`src/rtl/hypercorex_inst_fetch.sv`:
```
// hypercorex_inst_fetch
// Instruction memory and sequencer placed directly upstream of the Hypercorex
// instruction decoder. A program is loaded through the write port while idle.
// A start pulse then streams it to the decoder over a valid/ready handshake,
// and the whole program is repeated loop_count_i times.
//
// Ports
//   clk_i, rst_i                  clock, async active-high reset
//   inst_wr_en_i/addr_i/data_i    program load port (honoured in IDLE only)
//   start_i, stop_i               begin / abort execution
//   inst_len_i, loop_count_i      program length and repeat count, captured on start
//   inst_valid_o, inst_ready_i    handshake to the decoder
//   inst_code_o, inst_pc_o        current instruction word and its address
//   busy_o, done_o                running flag, one-cycle completion pulse
//
// state | meaning
// IDLE  | waiting for start; program memory writable
// RUN   | presenting mem[pc] to the decoder, advancing on each handshake
module hypercorex_inst_fetch #(
   parameter int InstWidth = 32,
   parameter int NumInst   = 64,
   parameter int LoopWidth = 16,
   parameter int PcWidth   = $clog2(NumInst)
) (
   input  logic                 clk_i,
   input  logic                 rst_i,
   input  logic                 inst_wr_en_i,
   input  logic [PcWidth-1:0]   inst_wr_addr_i,
   input  logic [InstWidth-1:0] inst_wr_data_i,
   input  logic                 start_i,
   input  logic                 stop_i,
   input  logic [PcWidth:0]     inst_len_i,
   input  logic [LoopWidth-1:0] loop_count_i,
   output logic                 inst_valid_o,
   input  logic                 inst_ready_i,
   output logic [InstWidth-1:0] inst_code_o,
   output logic [PcWidth-1:0]   inst_pc_o,
   output logic                 busy_o,
   output logic                 done_o
);

   typedef enum logic {
      IDLE = 1'b0,
      RUN  = 1'b1
   } state_t;

   localparam logic [PcWidth:0]     MaxLen  = (PcWidth+1)'(NumInst);
   localparam logic [PcWidth:0]     LenOne  = (PcWidth+1)'(1);
   localparam logic [LoopWidth-1:0] LoopOne = LoopWidth'(1);
   localparam logic [PcWidth-1:0]   PcOne   = PcWidth'(1);

   state_t                 state_q, state_d;
   logic [InstWidth-1:0]   mem_q [NumInst];
   logic [PcWidth-1:0]     pc_q, pc_d;
   logic [LoopWidth-1:0]   iter_q, iter_d;
   logic [LoopWidth-1:0]   loops_q, loops_d;
   logic [PcWidth:0]       len_q, len_d;
   logic                   done_q, done_d;
   logic                   handshake;
   logic                   pc_last;
   logic                   iter_last;

   assign handshake = (state_q == RUN) && inst_ready_i;
   // len_q is never 0 in RUN, so len_q-1 cannot underflow where it matters.
   assign pc_last   = ({1'b0, pc_q} == (len_q - LenOne));
   assign iter_last = (iter_q == (loops_q - LoopOne));

   always_ff @(posedge clk_i or posedge rst_i) begin
      if (rst_i) begin
         for (int i = 0; i < NumInst; i++) begin
            mem_q[i] <= '0;
         end
      end else if (inst_wr_en_i && (state_q == IDLE)) begin
         mem_q[inst_wr_addr_i] <= inst_wr_data_i;
      end
   end

   always_ff @(posedge clk_i or posedge rst_i) begin
      if (rst_i) begin
         state_q <= IDLE;
         pc_q    <= '0;
         iter_q  <= '0;
         loops_q <= '0;
         len_q   <= '0;
         done_q  <= 1'b0;
      end else begin
         state_q <= state_d;
         pc_q    <= pc_d;
         iter_q  <= iter_d;
         loops_q <= loops_d;
         len_q   <= len_d;
         done_q  <= done_d;
      end
   end

   always_comb begin
      state_d = state_q;
      pc_d    = pc_q;
      iter_d  = iter_q;
      loops_d = loops_q;
      len_d   = len_q;
      done_d  = 1'b0;
      case (state_q)
         IDLE: begin
            if (start_i && (inst_len_i != '0)) begin
               state_d = RUN;
               pc_d    = '0;
               iter_d  = '0;
               len_d   = (inst_len_i > MaxLen) ? MaxLen : inst_len_i;
               // A repeat count of 0 still runs the program once.
               loops_d = (loop_count_i == '0) ? LoopOne : loop_count_i;
            end
         end
         RUN: begin
            // stop wins over a coincident handshake; that word is not consumed.
            if (stop_i) begin
               state_d = IDLE;
               pc_d    = '0;
               iter_d  = '0;
            end else if (handshake) begin
               if (!pc_last) begin
                  pc_d = pc_q + PcOne;
               end else if (!iter_last) begin
                  pc_d   = '0;
                  iter_d = iter_q + LoopOne;
               end else begin
                  state_d = IDLE;
                  pc_d    = '0;
                  iter_d  = '0;
                  done_d  = 1'b1;
               end
            end
         end
         default: begin
            state_d = IDLE;
            pc_d    = '0;
            iter_d  = '0;
         end
      endcase
   end

   always_comb begin
      inst_valid_o = (state_q == RUN);
      busy_o       = (state_q == RUN);
      inst_code_o  = (state_q == RUN) ? mem_q[pc_q] : '0;
      inst_pc_o    = pc_q;
      done_o       = done_q;
   end

endmodule
```
`config.mk`:
```
export PLATFORM = sky130hd
export DESIGN_NAME = hypercorex_inst_fetch
export DESIGN_NICKNAME = d
export VERILOG_FILES = /design/src/rtl/hypercorex_inst_fetch.sv
export SDC_FILE = /design/constraint.sdc
export NUM_CORES = 2
export LEC_CHECK = 0
export ABC_AREA = 0
export BUFFER_PORTS_ARGS = -buffer_cell sky130_fd_sc_hd__clkbuf_2
export CAP_MARGIN = 25
export CORE_MARGIN = 8
export CORE_UTILIZATION = 55
export DETAILED_ROUTE_END_ITERATION = 7
export GPL_TIMING_DRIVEN = 0
export HOLD_SLACK_MARGIN = 0.12
export PLACE_DENSITY = 0.71
export SYNTH_ARGS = -nofsm -noshare
export SYNTH_HDL_FRONTEND = slang
export SYNTH_SLANG_ARGS = --single-unit
```
`constraint.sdc`:
```
create_clock -name clk_i -period 135.8 [get_ports clk_i]
set_input_delay 33.95 -clock clk_i [delete_from_list [all_inputs] [get_ports clk_i]]
set_output_delay 33.95 -clock clk_i [all_outputs]
set_load 0.1 [all_outputs]
```
* Yosys cells after proc, flatten, opt, wreduce, memory -nomap -nowiden
Cells that the tools add are included.
** Cells by class
- Equal/unequal tests :: 5
- Reductions and logical operators :: 9
- Div/mod/pow operators :: 0
- Bitwise logic cells :: 3
- Multipliers :: 0
- Add/subtract/negate cells :: 4
- Mux-type cells :: 31
- Shift-type cells :: 0
- Order comparisons :: 4
** Operator list (number)
- 2048-bit bitwise mux :: 1
- 32-bit binary-select mux with 6-bit select :: 1
- 32-bit demux with 6-bit select :: 1
- 32-bit 2-to-1 mux :: 4
- 16-bit 2-to-1 mux :: 6
- 16-bit one-hot mux with 2 select lines :: 1
- 6-bit 2-to-1 mux :: 4
- 16-bit by 1-bit adder with 16-bit output, second input constant :: 1
- 16-bit == test :: 1
- 16-bit logical NOT :: 1
- 16-bit by 1-bit subtractor with 16-bit output, second input constant :: 1
- 7-bit >= comparator, second input constant :: 2
- 6-bit NOT with 7-bit output :: 2
- 6-bit one-hot mux with 2 select lines :: 1
- 1-bit 2-to-1 mux :: 10
- 6-bit by 7-bit == test with 1-bit output :: 1
- 7-bit greater-than comparator, second input constant :: 1
- 7-bit by 1-bit < comparator with 1-bit output, second input constant :: 1
- 7-bit 2-to-1 mux :: 1
- 7-bit nonzero test :: 1
- 7-bit by 1-bit subtractor with 7-bit output, second input constant :: 1
- 6-bit by 1-bit adder with 6-bit output, second input constant :: 1
- 3-bit by 2-bit inequality test with 1-bit output, second input constant :: 2
- 1-bit logical AND :: 4
- other kinds (5) :: 6
** Storage, ports and cells
- Memories kept :: 0
- Bits in latches :: 0
- Flip-flop bits (word level) :: 2095
- Bits of input ports :: 67
- ROM bits :: 0
- RAM bits :: 0
- Word-level logic and storage cells :: 126
- Output and inout port bits :: 41

* Logic depth before layout (Yosys ltp)
- Depth in word-level cells :: 7
- Mapped depth :: 12

* Worst setup path after synthesis
No wires, ideal clock.
- Kind :: reg-to-output
- From :: register pc_q[0] (netlist: inst_pc_o[0])
- To :: output inst_code_o[10]
- Slack :: 97.743 ns
- Path buffers :: 4
- Arrival :: 4.107 ns
- Cell stages (with the launch flop) :: 9
- Cells stage by stage :: dfrtp_1 > clkbuf_1 > buf_2 > buf_2 > buf_1 > mux4_2 > mux4_2 > mux4_2 > and2_1
** Between the ends
- Cells in the longest elaborated chain, start to end :: 5
** Ends and longest elaborated chain
- from (decl) :: line 54 : logic [PcWidth-1:0] pc_q, pc_d;
- from (signal assigned) :: line 88 : pc_q <= pc_d;
- 6-bit NOT with 7-bit output (not written as such) :: line 145 : inst_code_o = (state_q == RUN) ? mem_q[pc_q] : '0;
- 32-bit binary-select mux with 6-bit select :: line 145
- 32-bit 2-to-1 mux (not written as such) (2 in a row) :: line 145
- 32-bit 2-to-1 mux :: line 145
- to (decl) :: line 36 : output logic [InstWidth-1:0] inst_code_o,
No other way between the ends. The select of a mux whose other input is x is not followed.

* Worst setup path after layout
- From :: register pc_q[0] (netlist: inst_pc_o[0])
- To :: output inst_code_o[1]
Same word-level chain as after synthesis.

==> impl_metrics.tcl <==
set metrics [dict create \
    outcome "completed" \
    vias 56525 \
    die_area_um2 187000 \
    yosysMostFrequentCell "dfrtp_1" \
    drc 0 \
    post-route-period-util 0.294 \
    cts_buffers 215 \
    firstDrtPassIters 7 \
    clock_path_buffers 3 \
    cts_tree "built" \
    place.gp.congestion 0.898 \
    stdcell_count 8705 \
    holdBufCountCts 0 \
    switching_share 0.297 \
    synth_edf_count 0 \
    seqPwrFrac 0.408 \
    critical-path-slowest-cell "clkbuf_1" \
    syn-instance-count 5815 \
    rows 152 \
    grt_use_met2 0.465 \
    cp.arrival_ns 6.00 \
    fp.coreArea_um2 172000 \
    htreeDepth 4 \
    drt_iter0_markers 5115 \
    power_uw 1780 \
    cts_sinks 2095 \
    grt_pass1_wl_um 416000 \
    path_cells "clkbuf_1, buf_2, clkbuf_1, buf_2, mux4_2, mux4_2, mux4_2, and2_1, clkbuf_2" \
    hold_viol 0 \
    io_pins 108 \
    die_y_um 432 \
    first_global_vias 59426 \
    synth.avg_cell_area_um2 16.4 \
    ys_types 62 \
    critPathMaxFanout 10 \
    area_growth_pct 13.2 \
    postSynthNetCount 5886 \
    crit_type "flop to output port" \
    antenna_found_initial 25 \
    critPathCaptureType "output port" \
    io_buffers 73 \
    timing_max_transition_violations_final 0 \
    wl_per_cell_um 32.4 \
    path_buf_inv 5 \
    layout-drive-gt1-share 0.518 \
    p_switching_uw 527 \
    synth-async-reset-ratio 1.00 \
    busiest_layer "met2" \
    finalSetupViolations 0 \
    tns_ns 0 \
    synth_seq_cells 2095 \
    start_util 0.554 \
    synth_top_area_share 0.550 \
    vias_per_cell 6.49 \
    ys_dominant_reg_cell "dfrtp_1" \
    cts_setup_buffers 0 \
    clk_latency_ns 0.85 \
    rrSetupSlack_ns 131.41 \
    startpoint_type "flop" \
    synthesis.area_um2 95300 \
    utilization 0.628 \
    comb_power_share 0.243 \
    ir_drop_mv 0.0121 \
    dp.cells 8290 \
    synthTopCellsByCount "dfrtp_1 (2095), mux2_2 (2064), mux4_2 (672), clkbuf_1 (406), buf_1 (177)" \
    seq_area_frac_synth 0.550 \
    crit_family "buffers and inverters" \
    hpwl_um 203000 \
    p_leak_uw 0.0497 \
    rsz0062_at_grt "no" \
    synth_top_area_cell "dfrtp_1" \
    fmax_mhz 25.0 \
    period_minus_slack_ns 39.95 \
    clkTransAtPathRegs_ns 0.06 \
    synth_area_leaders "dfrtp_1 (55%), mux2_2 (24%), mux4_2 (16%), clkbuf_1 (1.6%), buf_1 (0.70%)" \
    cts_resized 0 \
    critical_path.max_stage_delay_ns 0.90 \
    ys.warnings.count 0 \
    gr-usage-met3 0.0690 \
    final_antenna_net_count 0 \
    routed_wl_um 282000 \
    clockRootBuffer "clkbuf_16" \
    nets 6278 \
    met1_usage 0.418 \
    grt_max_degree 136 \
    cellInternalPower_uw 1250 \
    grt_usage 0.303 \
    p_per_area_nw_per_um2 16.5 \
    crit_required_ns 101.85 \
    die_width_um 432 \
    relSlewSlack 0.220 \
    grt_overflow 0 \
    finalClockSkew_ns 0.0255 \
    cpMostUsedCell "mux4_2" \
    max_cap_viol_count 0 \
    worstMarginPinSlew_ns 1.17 \
    p_clk_frac 0.349 \
    min_path_type "flop to flop" \
]
[worst register-to-register path: cells and delay by family (launching register included)]
family        cells  cell delay, ns
simple gates      3            2.01
mux               1            0.46
flops             1            0.58
buf+inv           2            1.19
[metrics by stage]
step | setup slack (ns) | hold WS, ns | instance area (µm²)
after floorplan | 42.67 | 0.474 | 95300
after global placement | 22.22 | 0.481 | 98600
after detailed placement | 96.65 | 0.487 | 100000
after CTS | 95.74 | 0.500 | 108000
after global routing | 95.86 | 0.505 | 108000
final | 95.85 | 0.499 | 108000
[power by group through the flow]
stage          Sequential, µW  Clock (µW)  Combinational [µW]
2_1_floorplan             731           0                 269
3_3_place_gp              739           0                 394
3_5_place_dp              735           0                 427
4_1_cts                   724         626                 429
5_1_grt                   732         652                 448
6_report                  725         619                 432
[layer usage]
metal	part of all wire	up-vias	wire [µm]
li1	-	22564	-
met3	0.075	677	21300
met1	0.41	31066	116000
met5	0.00019	-	53
met4	0.053	8	14900
met2	0.46	2210	130000
[cell usage in the layout (no fill, tap or decap), types with 22 or more instances in the layout]
cell type,count
nand3_1,22
mux4_2,672
buf_8,69
buf_1,171
clkinv_2,40
mux2_2,2064
and2_1,35
nand2_1,60
clkbuf_16,217
clkbuf_2,80
clkbuf_1,441
dfrtp_1,2095
nor2_1,51
clkbuf_8,57
buf_16,26
[cell type report]
type,count,area [µm²]
fillers,12609,64000
flip-flops and latches,2095,52400
multi-input cells,3106,40600
clock buffers,316,6370
well taps,2310,2890
plain buffers,596,2280
repair buffers,175,2190
clock inverters,76,1090
inverters,18,75.1
diodes,13,32.5
[cell families (layout without fill, tap and decap cells)]
family,count (synthesis),count (layout),synth area share
and+or+nand+nor,265,265,0.0145
AOI/OAI and AO/OA,76,76,0.00554
xor gates and xnor gates,23,23,0.00211
adders and majority gates,4,4,0.000525
buffers and inverters,614,1181,0.0245
muxes,2738,2738,0.403
other,0,13,0
DFF,2095,2095,0.550
[state kept, by name, summed over array words and instances, names as in the netlist]
name       cells
done_o         1
len_q          7
iter_q        16
mem_q       2048
loops_q       16
busy_o         1
inst_pc_o      6
[worst paths after layout]
path | startpoint | to | cells after the start
max in group asynchronous | rst_i | mem_q[216]$_DFFE_PP0P_ | 8
hold reg to reg | mem_q[952]$_DFFE_PP0P_ | mem_q[952]$_DFFE_PP0P_ | 1
min in group asynchronous | rst_i | mem_q[1057]$_DFFE_PP0P_ | 2
hold / removal | mem_q[952]$_DFFE_PP0P_ | mem_q[952]$_DFFE_PP0P_ | 1
setup / recovery | inst_pc_o[0]$_DFFE_PP0P_ | inst_code_o[1] | 9
setup reg to reg | busy_o$_DFF_PP0_ | mem_q[1223]$_DFFE_PP0P_ | 6
Power figures use the tool's default switching activity.
